File: config.mk
export PLATFORM = sky130hd
export DESIGN_NAME = instruction_encoder
export DESIGN_NICKNAME = d
export VERILOG_FILES = /design/src/rtl/instruction_encoder.sv
export SDC_FILE = /design/constraint.sdc
export NUM_CORES = 1
export LEC_CHECK = 0
export BUFFER_PORTS_ARGS = -buffer_cell sky130_fd_sc_hd__buf_2
export CORE_ASPECT_RATIO = 1.25
export CORE_UTILIZATION = 54
export CTS_CLUSTER_SIZE = 10
export DETAILED_ROUTE_END_ITERATION = 16
export GPL_TIMING_DRIVEN = 0
export PLACE_DENSITY = 0.8
export SYNTH_ARGS = -nofsm -noshare
export SYNTH_HDL_FRONTEND = slang
export SYNTH_SLANG_ARGS = --single-unit
export TNS_END_PERCENT = 30
File: constraint.sdc
create_clock -name clk -period 4.1 [get_ports clk]
set_input_delay 0.41 -clock clk [delete_from_list [all_inputs] [get_ports clk]]
set_output_delay 0.41 -clock clk [all_outputs]
set_load 0.02 [all_outputs]
File: src/rtl/instruction_encoder.sv
// RISC-V instruction word encoder: two-stage pipeline, request in S1, encoded word in S2, latency 2 cycles.
// Valid/ready on both ports; a stalled S2 holds its word and stalls S1, so in_ready drops only when both are full.
module instruction_encoder #(
  parameter int XLEN = 32
) (
  input  logic            clk,
  input  logic            reset,
  input  logic            in_valid,
  output logic            in_ready,
  input  logic [2:0]      in_fmt,
  input  logic [6:0]      in_opcode,
  input  logic [4:0]      in_rd,
  input  logic [4:0]      in_rs1,
  input  logic [4:0]      in_rs2,
  input  logic [2:0]      in_funct3,
  input  logic [6:0]      in_funct7,
  input  logic [XLEN-1:0] in_imm,
  output logic            out_valid,
  input  logic            out_ready,
  output logic [31:0]     out_instr,
  output logic            out_err,
  output logic [15:0]     instr_count,
  output logic [7:0]      err_count
);

  localparam logic [2:0] FMT_R = 3'd0;
  localparam logic [2:0] FMT_I = 3'd1;
  localparam logic [2:0] FMT_S = 3'd2;
  localparam logic [2:0] FMT_B = 3'd3;
  localparam logic [2:0] FMT_U = 3'd4;
  localparam logic [2:0] FMT_J = 3'd5;

  logic            r_s1_vld;
  logic [2:0]      r_s1_fmt;
  logic [6:0]      r_s1_opcode;
  logic [4:0]      r_s1_rd;
  logic [4:0]      r_s1_rs1;
  logic [4:0]      r_s1_rs2;
  logic [2:0]      r_s1_funct3;
  logic [6:0]      r_s1_funct7;
  logic [XLEN-1:0] r_s1_imm;

  logic            r_s2_vld;
  logic [31:0]     r_s2_instr;
  logic            r_s2_err;
  logic [15:0]     r_instr_cnt;
  logic [7:0]      r_err_cnt;

  logic            w_s2_load;
  logic            w_in_xfer;
  logic            w_imm_i_ok;
  logic            w_imm_b_ok;
  logic            w_imm_u_ok;
  logic            w_imm_j_ok;
  logic [31:0]     w_enc_instr;
  logic            w_enc_err;

  // S1 advances whenever S2 can take a word, even if S1 is empty (that just clears S2).
  assign w_s2_load = !r_s2_vld || out_ready;
  assign in_ready  = !r_s1_vld || w_s2_load;
  assign w_in_xfer = in_valid && in_ready;

  assign w_imm_i_ok = (&r_s1_imm[XLEN-1:11]) || !(|r_s1_imm[XLEN-1:11]);
  assign w_imm_b_ok = !r_s1_imm[0] && ((&r_s1_imm[XLEN-1:12]) || !(|r_s1_imm[XLEN-1:12]));
  assign w_imm_u_ok = !(|r_s1_imm[11:0]) && ((&r_s1_imm[XLEN-1:31]) || !(|r_s1_imm[XLEN-1:31]));
  assign w_imm_j_ok = !r_s1_imm[0] && ((&r_s1_imm[XLEN-1:20]) || !(|r_s1_imm[XLEN-1:20]));

  always_comb begin
    w_enc_instr = 32'h0;
    w_enc_err   = 1'b0;
    case (r_s1_fmt)
      FMT_R: w_enc_instr = {r_s1_funct7, r_s1_rs2, r_s1_rs1, r_s1_funct3, r_s1_rd, r_s1_opcode};
      FMT_I: begin
        w_enc_instr = {r_s1_imm[11:0], r_s1_rs1, r_s1_funct3, r_s1_rd, r_s1_opcode};
        w_enc_err   = !w_imm_i_ok;
      end
      FMT_S: begin
        w_enc_instr = {r_s1_imm[11:5], r_s1_rs2, r_s1_rs1, r_s1_funct3, r_s1_imm[4:0], r_s1_opcode};
        w_enc_err   = !w_imm_i_ok;
      end
      FMT_B: begin
        w_enc_instr = {r_s1_imm[12], r_s1_imm[10:5], r_s1_rs2, r_s1_rs1, r_s1_funct3,
                       r_s1_imm[4:1], r_s1_imm[11], r_s1_opcode};
        w_enc_err   = !w_imm_b_ok;
      end
      FMT_U: begin
        w_enc_instr = {r_s1_imm[31:12], r_s1_rd, r_s1_opcode};
        w_enc_err   = !w_imm_u_ok;
      end
      FMT_J: begin
        w_enc_instr = {r_s1_imm[20], r_s1_imm[10:1], r_s1_imm[11], r_s1_imm[19:12], r_s1_rd, r_s1_opcode};
        w_enc_err   = !w_imm_j_ok;
      end
      default: w_enc_err = 1'b1;
    endcase
    // Any error forces an all-zero word so consumers never see a partial encoding.
    if (w_enc_err) begin
      w_enc_instr = 32'h0;
    end
  end

  always_ff @(posedge clk or posedge reset) begin
    if (reset) begin
      r_s1_vld    <= 1'b0;
      r_s1_fmt    <= 3'd0;
      r_s1_opcode <= 7'd0;
      r_s1_rd     <= 5'd0;
      r_s1_rs1    <= 5'd0;
      r_s1_rs2    <= 5'd0;
      r_s1_funct3 <= 3'd0;
      r_s1_funct7 <= 7'd0;
      r_s1_imm    <= '0;
    end else if (in_ready) begin
      r_s1_vld <= in_valid;
      if (in_valid) begin
        r_s1_fmt    <= in_fmt;
        r_s1_opcode <= in_opcode;
        r_s1_rd     <= in_rd;
        r_s1_rs1    <= in_rs1;
        r_s1_rs2    <= in_rs2;
        r_s1_funct3 <= in_funct3;
        r_s1_funct7 <= in_funct7;
        r_s1_imm    <= in_imm;
      end
    end
  end

  always_ff @(posedge clk or posedge reset) begin
    if (reset) begin
      r_s2_vld   <= 1'b0;
      r_s2_instr <= 32'h0;
      r_s2_err   <= 1'b0;
    end else if (w_s2_load) begin
      r_s2_vld <= r_s1_vld;
      if (r_s1_vld) begin
        r_s2_instr <= w_enc_instr;
        r_s2_err   <= w_enc_err;
      end
    end
  end

  always_ff @(posedge clk or posedge reset) begin
    if (reset) begin
      r_instr_cnt <= 16'h0;
      r_err_cnt   <= 8'h0;
    end else begin
      if (w_in_xfer) begin
        r_instr_cnt <= r_instr_cnt + 16'd1;
      end
      if (w_s2_load && r_s1_vld && w_enc_err && (r_err_cnt != 8'hFF)) begin
        r_err_cnt <= r_err_cnt + 8'd1;
      end
    end
  end

  assign out_valid   = r_s2_vld;
  assign out_instr   = r_s2_instr;
  assign out_err     = r_s2_err;
  assign instr_count = r_instr_cnt;
  assign err_count   = r_err_cnt;

endmodule
# After elaboration in Yosys (flattened, before gate mapping)

Index checks and enable logic that the tools add are counted.

Bits in registers: 126
Word-level logic and storage cells: 56

$add $sub $neg: 2
Equal/unequal tests: 6
Mux-type cells: 3
Reduce and logical (&&, ||, !) cells: 31

Operators with widths:

| kind                                          | number |
|---|---|
| case mux 32 bit (6 select lines)              | 1 |
| 2-to-1 mux 32 bit                             | 1 |
| OR reduction 12 bit                           | 2 |
| AND reduction 21 bit                          | 1 |
| OR reduction 21 bit                           | 1 |
| AND reduction 20 bit                          | 1 |
| OR reduction 20 bit                           | 1 |
| adder 16 x 1 -> 16 bit, second input constant | 1 |
| AND reduction 12 bit                          | 1 |
| zero test 1 bit                               | 9 |
| adder 8 x 1 -> 8 bit, second input constant   | 1 |
| inequality test 8 bit, second input constant  | 1 |
| == test 3 x 2 -> 1 bit, second input constant | 2 |
| == test 3 bit, second input constant          | 2 |
| logical AND 1 bit                             | 6 |
| logical OR 1 bit                              | 5 |
| case mux 1 bit (5 select lines)               | 1 |
| AND reduction 2 bit                           | 2 |
| == test 3 x 1 -> 1 bit, second input constant | 1 |
| zero test 3 bit                               | 1 |
| OR reduction 2 bit                            | 1 |

# Logic depth before layout (Yosys ltp)

Depth in word-level cells: 8
Gate-level depth with buffers: 10
Mapped depth without buffers: 7

# Worst setup path after synthesis

No wires, ideal clock.

Path type: flip-flop to flip-flop
Start point: register r_s1_imm[12]
End point: register r_err_cnt[1], in the netlist err_count[1]
Library setup time: 125 ps
Arrival time: 2,399 ps
Data required time: 3,975 ps
Slack: 1,576 ps
Cell stages (with the launch flop): 9
Path through: dfrtp_1 > or4_1 > nor2_1 > a22oi_1 > o211a_1 > or4_1 > buf_2 > and3_4 > mux2_4

Word-level cells in the longest chain between the ends: 8

Ends and longest elaborated chain:

| element                             | line | source |
|---|---|---|
| start, declared                     | 41   | `logic [XLEN-1:0] r_s1_imm;` |
| start signal, assigned              | 123  | `r_s1_imm <= in_imm;` |
| OR reduction 20 bit                 | 64   | `assign w_imm_b_ok = !r_s1_imm[0] && ((&r_s1_imm[XLEN-1:12]) \|\| !(\|r_s1_imm[XLEN-1:12]));` |
| zero test 1 bit                     | 64   |  |
| logical OR 1 bit                    | 64   |  |
| logical AND 1 bit                   | 64   |  |
| zero test 1 bit                     | 84   | `w_enc_err = !w_imm_b_ok;` |
| case mux 1 bit (5 select lines) (*) | 71   | `case (r_s1_fmt)` |
| logical AND 1 bit (*) (2 in a row)  | 150  | `if (w_s2_load && r_s1_vld && w_enc_err && (r_err_cnt != 8'hFF)) begin` |
| end signal, assigned                | 151  | `r_err_cnt <= r_err_cnt + 8'd1;` |
| end, declared                       | 47   | `logic [7:0] r_err_cnt;` |

Mark *: on every way between the ends. The rest lies on a longest branch, timed or not.
A chain may end at the register's enable or synchronous reset.

# Worst setup path after layout

Ends and elaborated chain as after synthesis.

==> metrics.txt <==
outcome complete, no violations; Max Cap Viol 0; Total Routed Length 14680 um; maximum net fanout on the critical path 5; Clk network pwr share 36.6%; Post-Syn Area 5649 um^2; number of setup violations in the final report 0; vias in the first global route 4864; synthesis-to-finish area growth 25.18%; antenna viol nets, final 0; maximum clock frequency 0.3604 GHz; number of antenna violations at the first check in global routing 0; core occupancy in the finished layout 69.62%; Chip Width 93.48 um; final hold viol count 0; number of unique standard cell types used by synthesis 37; net load switching power 1.313 mW; Crit path arrival time 3070 ps; Max Slew Vio Count 0; Max-slew headroom 56.29%; setup total negative slack 0 ps; register-to-register setup slack 1330 ps; die height 116.4 um; starting utilization of the core area 55.62%; most frequent cells in the layout sky130_fd_sc_hd__nand2_1, sky130_fd_sc_hd__buf_2, sky130_fd_sc_hd__dfrtp_1; post-detail-place hpwl 10540 um; LEAKAGE 3.646 nW; clk buf depth 2; placeable core area 10160 um^2; DRC violation count after routing 0; flip-flop cell with the highest count after synthesis sky130_fd_sc_hd__dfrtp_1; post-cts sizing count 0; input/output buffers 129; shortest clock period the worst path allows after layout 2775 ps; share of the clock period used by the worst path 67.67%; post-synthesis register bit count 126; Worst path max stage delay 530 ps; number of H-tree branching levels 4; number of instances in the synthesized netlist 635; full die area 10880 um^2; clock latency at the later pin of the worst-skew pair 420 ps; Seq/Total Area, Yosys 55.81%; number of hold buffers added after cts 0; number of nets at the end of the flow 857; compound-cell area share of the yosys netlist 8.726%; path type of the worst setup path flip-flop to flip-flop; crit-path cells or4_1 -> nor2_1 -> a22oi_1 -> o211a_1 -> or4_1 -> buf_2 -> and3_4 -> mux2_4; total CTS buffers 17; clock root cell sky130_fd_sc_hd__clkbuf_16; Worst-Margin Slew 655.7 ps; most repeated library cell on the critical path sky130_fd_sc_hd__or4_1; register area 3153 um^2; startpoint kind of the worst setup timing path flip-flop; wire length of the first global-routing pass 23120 um; First DRT Iteration DRCs 388; leading cell type in the layout, fill and taps excluded sky130_fd_sc_hd__nand2_1; setup repair bufs after CTS 0; DR vias/cell 5.491; First-pass DRT Iterations 6; Sink Count 126; sequential cell fraction of total power 41.2%; setup repair after global routing missed its margin false; endpoint kind of the worst setup timing path flip-flop; internal power contribution 2.691 mW; Reg2Reg Launch Point r_s1_imm[12]; post-route worst hold slack 79.16 ps; clock tree from TritonCTS done; multi-input logic area 2307 um^2; CP Data Required Time 4400 ps; share of synthesized cell area in full adder, half adder and majority cells 0.4430%; fraction of registers with async set or reset after synthesis 100.0%; final clock skew 9.599 ps; VDD IR max 272.2 uV; Std-Cell Rows 41; length in cells of the worst reg-to-reg path 8; Crit Reg-Reg Endpoint err_count[1]; number of enable flip-flop cells after synthesis 0; maximum number of pins on one net before global-route repair 66; Synthesis Warnings 0; basic-gate share of the synthesized area counting and, or, nand and nor cells 26.18%; library cell contributing the largest single delay on the critical path sky130_fd_sc_hd__or4_1; placed cells 894; clock-pin slew on the worst setup and hold paths 60 ps; Via Count 5085; switching share of power 32.79%; number of cells in the finished layout apart from fillers 926; routed length per placed instance 15.85 um; Tightest Hold Check Type input port to async pin; power density over cell area 566.1 nW/um^2; combinational fraction of design power 22.2%; fraction of layout instances using a drive strength above 1 21.33%; mean post-synth cell area 8.896 um^2; number of fill cells 794; gr ovfl total 0; area share of xor/xnor cells in the synthesized design 3.256%; Top-Level Pins 130; share of synthesized area spent on multiplexers 2.237%; largest family of logic cells by synthesized area simple AND/OR/NAND/NOR gates; global-route total usage across every layer 28.28%; number of nets in the synthesized netlist 708; diode insertion count for antenna repair 0; weighted congestion at the end of routability-driven global placement 0.9535
==> registers in the layout, indices dropped and copies added (netlist names) <==
name	count
r_s1_imm	32
out_instr	32
out_err	1
r_s1_rd	5
instr_count	16
err_count	8
r_s1_rs1	5
out_valid	1
r_s1_funct7	7
r_s1_vld	1
r_s1_opcode	7
r_s1_rs2	5
r_s1_funct3	3
r_s1_fmt	3
==> cells in the mapped netlist (7+ instances only) <==
master | count | area share, %
sky130_fd_sc_hd__a21oi_1 | 28 | 2.5
sky130_fd_sc_hd__and3_1 | 7 | 0.78
sky130_fd_sc_hd__clkbuf_1 | 28 | 1.9
sky130_fd_sc_hd__dfrtp_1 | 126 | 56
sky130_fd_sc_hd__inv_1 | 7 | 0.47
sky130_fd_sc_hd__mux2i_1 | 10 | 1.8
sky130_fd_sc_hd__nand2_1 | 258 | 17
sky130_fd_sc_hd__nand4_1 | 15 | 1.7
sky130_fd_sc_hd__nor2_1 | 27 | 1.8
sky130_fd_sc_hd__nor2b_1 | 17 | 1.9
sky130_fd_sc_hd__o21ai_0 | 17 | 1.5
sky130_fd_sc_hd__o31ai_1 | 20 | 2.7
sky130_fd_sc_hd__xnor2_1 | 17 | 2.6
==> critical path, delay by kind of cell (launching register included) <==
| family | cells | cell delay (ps) |
|---|---|---|
| simple gates | 4 | 1430 |
| flops | 1 | 430 |
| compound gates | 2 | 330 |
| mux | 1 | 290 |
| buf+inv | 1 | 180 |
==> metal layers <==
layer	global-route usage, %	up-vias	routed length (um)
met2	48.38	233	7371
met1	33.91	2408	5922
met5	0	-	0
met4	12.72	0	420
li1	-	2401	-
met3	6.966	43	960
==> logic make-up after synthesis <==
family,count (synthesis)
compound gates,80
mux,12
simple gates,350
fa+ha+maj,2
flops,126
xor+xnor,21
buf+inv,44
==> power groups by stage <==
| stage | Sequential, mW | Clock [mW] | Combinational [mW] |
|---|---|---|---|
| 2_1_floorplan | 1.76 | 0 | 0.447 |
| 3_3_place_gp | 1.65 | 0 | 0.847 |
| 3_5_place_dp | 1.66 | 0 | 0.881 |
| 4_1_cts | 1.64 | 1.48 | 0.894 |
| 5_1_grt | 1.67 | 1.54 | 0.978 |
| 6_report | 1.65 | 1.46 | 0.890 |
==> per-stage QoR <==
stage	setup WS [ps]	cell area (um^2)	total power [mW]
floorplan	334.1	5649	2.206
global placement	-876.0	6456	2.496
detailed placement	1353	6489	2.544
CTS	1349	7072	4.012
global route	1320	7072	4.188
finish	1325	7072	4.003
==> cell type report <==
class	count	area share (%)
Clock buffer	18	6.210
Buffer	37	2.300
Timing Repair Buffer	130	9.519
Clock inverter	14	2.035
Tap cell	129	2.282
Inverter	7	0.4423
Multi-Input combinational cell	465	32.63
Sequential cell	126	44.59
==> how the worst max path moves through the flow <==
stage                      endpoint  slack, ps  depth (start not counted)    startpoint
floorplan              err_count[0]        330                          1         reset
global placement    instr_count[11]       -880                          2         reset
detailed placement     err_count[1]       1350                          8  r_s1_imm[12]
CTS                    err_count[1]       1350                          8  r_s1_imm[12]
global route           out_instr[0]       1320                          8  r_s1_imm[12]
finish                 err_count[1]       1330                          8  r_s1_imm[12]
No activity file was read; power rests on OpenSTA's default activity.
